**src/rtl/divisor_secuencial.sv**
```systemverilog
// Sequential restoring unsigned divider: collects dividend and divisor over
// independent valid/ack channels, produces one quotient bit per clock, holds the result until ListoS.
module divisor_secuencial #(
   parameter int WIDTH = 8
) (
   input  logic             clock,
   input  logic             reset,
   input  logic [WIDTH-1:0] dividendo,
   input  logic             validoA,
   output logic             ListoA,
   input  logic [WIDTH-1:0] divisor,
   input  logic             validoB,
   output logic             ListoB,
   input  logic             ListoS,
   output logic [WIDTH-1:0] cociente,
   output logic [WIDTH-1:0] residuo,
   output logic             errorDiv,
   output logic             divisionLista
);

   localparam int CNT_W = (WIDTH > 1) ? $clog2(WIDTH) : 1;

   typedef enum logic [1:0] {
      S_IDLE,
      S_DIVIDE,
      S_DONE
   } state_t;

   state_t r_state;
   state_t w_state_next;

   logic             r_held_a;
   logic             r_held_b;
   logic             r_listo_a;
   logic             r_listo_b;
   logic             r_lista;
   logic             r_error;
   logic [WIDTH-1:0] r_quo;
   logic [WIDTH-1:0] r_div;
   logic [WIDTH-1:0] r_rem;
   logic [WIDTH-1:0] r_cociente;
   logic [WIDTH-1:0] r_residuo;
   logic [CNT_W-1:0] r_cnt;

   logic             w_cap_a;
   logic             w_cap_b;
   logic             w_start;
   logic             w_last;
   logic             w_div_zero;
   logic             w_ge;
   logic [WIDTH:0]   w_shift;
   logic [WIDTH-1:0] w_rem_next;
   logic [WIDTH-1:0] w_quo_next;

   assign w_cap_a    = (r_state == S_IDLE) && validoA && !r_held_a;
   assign w_cap_b    = (r_state == S_IDLE) && validoB && !r_held_b;
   assign w_start    = (r_state == S_IDLE) && (r_held_a || w_cap_a) && (r_held_b || w_cap_b);
   assign w_last     = (r_cnt == CNT_W'(WIDTH - 1));
   assign w_div_zero = (r_div == '0);

   // One restoring step: the shifted remainder needs WIDTH+1 bits so the compare never wraps.
   assign w_shift    = {r_rem, r_quo[WIDTH-1]};
   assign w_ge       = (w_shift >= {1'b0, r_div});
   assign w_rem_next = w_ge ? WIDTH'(w_shift - {1'b0, r_div}) : w_shift[WIDTH-1:0];
   assign w_quo_next = {r_quo[WIDTH-2:0], w_ge};

   always_ff @(posedge clock) begin
      if (reset) r_state <= S_IDLE;
      else       r_state <= w_state_next;
   end

   always_comb begin
      // NOTE: default first so every path assigns w_state_next and no latch is inferred.
      w_state_next = r_state;
      case (r_state)
         S_IDLE:   if (w_start) w_state_next = S_DIVIDE;
         S_DIVIDE: if (w_div_zero || w_last) w_state_next = S_DONE;
         S_DONE:   if (r_lista && ListoS) w_state_next = S_IDLE;
         default:  w_state_next = S_IDLE;
      endcase
   end

   always_ff @(posedge clock) begin
      if (reset) begin
         // NOTE: sequential state uses non-blocking assignments so all registers update from pre-edge values.
         r_held_a   <= 1'b0;
         r_held_b   <= 1'b0;
         r_listo_a  <= 1'b0;
         r_listo_b  <= 1'b0;
         r_lista    <= 1'b0;
         r_error    <= 1'b0;
         r_quo      <= '0;
         r_div      <= '0;
         r_rem      <= '0;
         r_cnt      <= '0;
         r_cociente <= '0;
         r_residuo  <= '0;
      end else begin
         r_listo_a <= w_cap_a;
         r_listo_b <= w_cap_b;
         case (r_state)
            S_IDLE: begin
               if (w_cap_a) begin
                  r_held_a <= 1'b1;
                  r_quo    <= dividendo;
               end
               if (w_cap_b) begin
                  r_held_b <= 1'b1;
                  r_div    <= divisor;
               end
               if (w_start) begin
                  r_cnt <= '0;
                  r_rem <= '0;
               end
            end
            S_DIVIDE: begin
               if (w_div_zero) begin
                  // r_quo still holds the untouched dividend here.
                  r_cociente <= '1;
                  r_residuo  <= r_quo;
                  r_error    <= 1'b1;
               end else begin
                  r_rem <= w_rem_next;
                  r_quo <= w_quo_next;
                  r_cnt <= r_cnt + 1'b1;
                  if (w_last) begin
                     r_cociente <= w_quo_next;
                     r_residuo  <= w_rem_next;
                     r_error    <= 1'b0;
                  end
               end
            end
            S_DONE: begin
               if (!r_lista) begin
                  r_lista <= 1'b1;
               end else if (ListoS) begin
                  r_lista  <= 1'b0;
                  r_held_a <= 1'b0;
                  r_held_b <= 1'b0;
               end
            end
            default: ;
         endcase
      end
   end

   assign ListoA        = r_listo_a;
   assign ListoB        = r_listo_b;
   assign cociente      = r_cociente;
   assign residuo       = r_residuo;
   assign errorDiv      = r_error;
   assign divisionLista = r_lista;

endmodule
```
**config.mk**
```make
export PLATFORM = sky130hd
export DESIGN_NAME = divisor_secuencial
export DESIGN_NICKNAME = d
export VERILOG_FILES = /design/src/rtl/divisor_secuencial.sv
export SDC_FILE = /design/constraint.sdc
export NUM_CORES = 1
export LEC_CHECK = 0
export CAP_MARGIN = 30
export CELL_PAD_IN_SITES_DETAIL_PLACEMENT = 1
export CELL_PAD_IN_SITES_GLOBAL_PLACEMENT = 1
export CORE_MARGIN = 3
export CORE_UTILIZATION = 30
export DETAILED_ROUTE_END_ITERATION = 16
export DONT_BUFFER_PORTS = 1
export PLACE_DENSITY_LB_ADDON = 0.1
export SLEW_MARGIN = 20
export SYNTH_ARGS = -nofsm -noshare
export SYNTH_HDL_FRONTEND = slang
export SYNTH_SLANG_ARGS = --single-unit
```
**constraint.sdc**
```tcl
create_clock -name clock -period 2.5 [get_ports clock]
set_input_delay 0.5 -clock clock [delete_from_list [all_inputs] [get_ports clock]]
set_output_delay 0.5 -clock clock [all_outputs]
set_load 0.005 [all_outputs]
```
# Word-level counts from Yosys, hierarchy flattened
# Index checks and enable logic that the tools add are counted.
[word_totals]
reg_bits = 51
in_bits = 21
out_inout_bits = 20
[classes]
add_sub_neg = 2
n_lt_le_gt_ge = 1
n_eq_ne = 11
muxes = 28
reduce_logical = 24
[op_table]
columns = ["cell", "n"]
rows = [
  ["8-bit two-way mux", 9],
  ["8-bit case mux with 2 select lines", 2],
  ["2-bit != test (second input constant)", 8],
  ["9-bit by 8-bit greater-or-equal comparator with 1-bit output", 1],
  ["3-bit AND reduction", 3],
  ["8-bit logical NOT", 1],
  ["1-bit two-way mux", 8],
  ["4-bit AND reduction", 2],
  ["8-bit subtractor", 1],
  ["1-bit logical AND", 7],
  ["2-bit two-way mux", 3],
  ["3-bit two-way mux", 2],
  ["2-bit case mux with 3 select lines", 1],
  ["3-bit case mux with 2 select lines", 1],
  ["2-bit nonzero test", 3],
  ["1-bit case mux with 2 select lines", 2],
  ["2-bit AND reduction", 2],
  ["3-bit by 1-bit adder with 3-bit output (second input constant)", 1],
  ["3-bit equality test (second input constant)", 1],
  ["1-bit logical OR", 3],
  ["2-bit by 1-bit equality test with 1-bit output (second input constant)", 1],
  ["2-bit equality test (second input constant)", 1],
  ["1-bit logical NOT", 2],
  ["2-bit logical NOT", 1],
]

# Logic depth before layout (Yosys ltp)
[logic_depth]
word_depth = 8
ltp_mapped = 10
ltp_nobuf = 10

# Worst setup path before layout
# Ideal clock, no wire load.
[synth_timing]
path_kind = "register to register"
start = "register r_div[5]"
end = "register r_quo[0]"
setup_ns = 0.070
t_arrival_ns = 1.981
required_ns = 2.430
path_slack_ns = 0.449
stages_incl_launch_ff = 9
path_buffers = 0
cell_sequence = "dfxtp_1 inv_1 ha_1 nand2_2 or3_4 a31oi_4 nor2_4 a2111o_1 a21oi_1"
[synth_between]
elab_chain_cells = 3
[synth_rtl]
columns = ["item", "line", "source"]
rows = [
  ["start, declared", "39", "logic [WIDTH-1:0] r_div;"],
  ["start signal, assigned", "109", "r_div <= divisor;"],
  ["9-bit by 8-bit greater-or-equal comparator with 1-bit output or 8-bit logical NOT (tied branches)", "63, 59", ""],
  ["8-bit two-way mux or 2-bit != test (tied branches)", "-", ""],
  ["8-bit case mux with 2 select lines or 3-bit AND reduction (tied branches)", "-", ""],
  ["end signal, assigned", "105", "r_quo <= dividendo;"],
  ["end signal, assigned", "124", "r_quo <= w_quo_next;"],
  ["end, declared", "38", "logic [WIDTH-1:0] r_quo;"],
]
# Several ways; a longest one is shown, not always the timed one. The select of a mux whose other input is x is not followed.
# A chain may end at the register's enable or synchronous reset.

# Worst setup path in the final report
[layout_timing]
start = "register r_div[2]"
end = "register r_quo[0]"
# Same word-level chain as after synthesis.

==> impl_metrics.ini <==
[setup_path]
cp-end-kind = flip-flop
worstPathRequired_ns = 2.75
cpLargestDelayFamily = compound AO/OA/AOI/OAI gates
crit_chain = inv_1 -> ha_1 -> nand2_1 -> o21bai_2 -> a2111oi_4 -> nor2_4 -> a2111o_1 -> a21oi_1
arrival_ns = 2.56
cp-startpoint = r_div[2]
path_class = flip-flop to flip-flop
worst-r2r-setup-slack_ns = 0.19
crit_path_max_incr_delay_ns = 0.43
worst_r2r_endpoint = r_quo[0]
crit_buf_inv = 1
worst_path_max_delay_cell = a2111o_1
cp-endpoint = r_quo[0]
start_kind = flip-flop
worstRegToRegCells = 8
reg2reg_from = r_div[2]
path_max_fanout = 9
cp.depth = 8

[synth]
ys_ff_latch = 51
yosysWarnings = 0
yosys-top-cells-area = dfxtp_1 (41%), nand2_1 (6.8%), nor2_1 (5.1%)
yosysTopAreaCellShare = 0.410
synthTopCellsByCount = dfxtp_1 (51), nand2_1 (45), nor2_1 (34)
ys_types = 53
ys_async_sr_fraction = 0
ys_seq_area_frac = 0.410
synth.avg_cell_area_sq_um = 8.53
syn_nets = 324
synth-edff-count = 0
synth_most_common_cell = dfxtp_1
yosysTopAreaCell = dfxtp_1
synthCells = 292
ys.flop_type = dfxtp_1
syn-cell-area_sq_um = 2490

[placement]
place_ws_ns = 0.195
gp_congestion = 0.772
dp_hpwl_microns = 5250
port-buffer-count = 0
post_dp_cell_area_sq_um = 2600

[sta]
finalSetupViolations = 0
hold_violations = 0
setup_slack_ns = 0.187
fmax_mhz = 432
worst_pin_slew_ns = 0.905
skew_ns = 0.00784
post-route-min-period_ns = 2.31
finalCritPeriodShare = 0.925
rsz0062_at_grt = no
whs_ns = 0.238
fin_setup_tns_ns = 0
slew_violations = 0
maxSlewHeadroom = 0.395

[cts]
root_buffer = clkbuf_8
cts_setup_buffers = 0
cts_resized = 0
insertion_delay_ns = 0.31
path_clk_slew_ns = 0.10
clock_path_buffers = 2
cts_buffers = 5
cts_hold_buf = 0
cts_sinks = 51
htree_levels = 2
cts_tree = yes

[global_route]
grt_pass1_wl_microns = 11300
grt_start_max_net_pins = 45
grt_pass1_vias = 2156
grt_usage = 0.147
antenna_found_initial = 0
overflow = 0

[final_layout]
antenna_cells = 0
layout.nets = 327
area_growth_pct = 7.99
drive_gt1_frac = 0.0845
stdcell_area_sq_um = 2690
nFillCells = 938

[floorplan]
die_w_microns = 97.1
rows = 32
die_y_microns = 97.1
start_util = 0.316
dieArea_sq_um = 9430
pin_count = 41
core_sq_um = 7890

[worst_hold_path]
hold_path.class = input pin to flip-flop
whs_path_depth = 1

[routing]
drt_iter0_drc = 67
drtPass1Iterations = 4
wirelength_microns = 6750
drc = 0
wl_per_cell_microns = 17.0
drtAntennaViolNets = 0
via_per_inst = 5.19
vias = 2064

[flow_run]
drv_cap = 0

[outcome]
status = finished, final reports clean

[power_and_ir_drop]
ir_worst_vdd_uv = 339
power_density_nw_per_um2 = 976
p_leak_nw = 1.02
[cells by family (layout without fill, tap and decap cells)]
| kind of cell | Yosys count | after routing | synth area share |
|---|---|---|---|
| buffers and inverters | 28 | 32 | 0.0538 |
| and+or+nand+nor | 109 | 109 | 0.201 |
| muxes | 8 | 8 | 0.0327 |
| xor gates and xnor gates | 3 | 3 | 0.0106 |
| AOI/OAI and AO/OA | 82 | 82 | 0.234 |
| DFF | 51 | 51 | 0.410 |
| adders and majority gates | 11 | 11 | 0.0583 |
[where the power goes]
group	leakage, nW	total [mW]	internal (mW)	switching [mW]
sequential	0.417	1.06	0.937	0.125
clock	0.0412	0.489	0.197	0.293
combinational	0.566	1.07	0.456	0.618
total	1.02	2.62	1.59	1.04
[layout by cell type, fill, tap and decap left out, drive strengths merged, types with 6 or more instances in the layout]
master	netlist	routed
nand2	46	46
inv	16	16
mux2i	7	7
a22oi	7	7
nor2	36	36
nor3	6	6
dfxtp	51	51
clkbuf	6	6
o21ai	12	12
ha	10	10
a311oi	8	8
a21oi	20	20
o22ai	12	12
buf	5	8
[cell type report]
cell class / instances / area (sq um) / share of cell area
multi-input combinational: 213 / 1340 / 0.497
sequential: 51 / 1020 / 0.380
tap: 102 / 128 / 0.0475
clock buffer: 6 / 72.6 / 0.0270
timing repair buffer: 8 / 60.1 / 0.0223
inverter: 16 / 60.1 / 0.0223
clock inverter: 2 / 12.5 / 0.00465
[through the flow]
step / std cells / power, mW / util
floorplan: 292 / 1.88 / -
global placement: 390 / 2.17 / 0.330
detailed placement: 390 / 2.17 / 0.330
CTS: 398 / 2.67 / 0.341
global route: 398 / 2.84 / 0.341
finish: 398 / 2.62 / 0.341
[metal layers]
layer | global-route usage | wire length (microns) | up-vias
met2 | 0.223 | 3010 | 32
li1 | - | - | 1045
met4 | 0.0356 | 80 | 0
met5 | 0 | 0 | -
met1 | 0.206 | 3350 | 980
met3 | 0.0438 | 307 | 7
[state kept, by name, indices dropped and copies added, names as in the netlist, 2 cells and up]
register / flops
cociente: 8
r_cnt: 3
r_div: 8
r_quo: 8
r_rem: 8
r_state: 2
residuo: 8
[how the worst min path moves through the flow]
stage	from	end	slack [ns]
2_1_floorplan	r_cnt[0]	r_cnt[0]	0.44
4_1_cts	reset	r_div[0]	0.23
3_5_place_dp	r_div[1]	r_div[1]	0.46
6_report	reset	r_div[1]	0.24
5_1_grt	reset	r_div[4]	0.21
3_3_place_gp	r_div[1]	r_div[1]	0.46
Note: power is estimated with default switching activity, not from simulation.
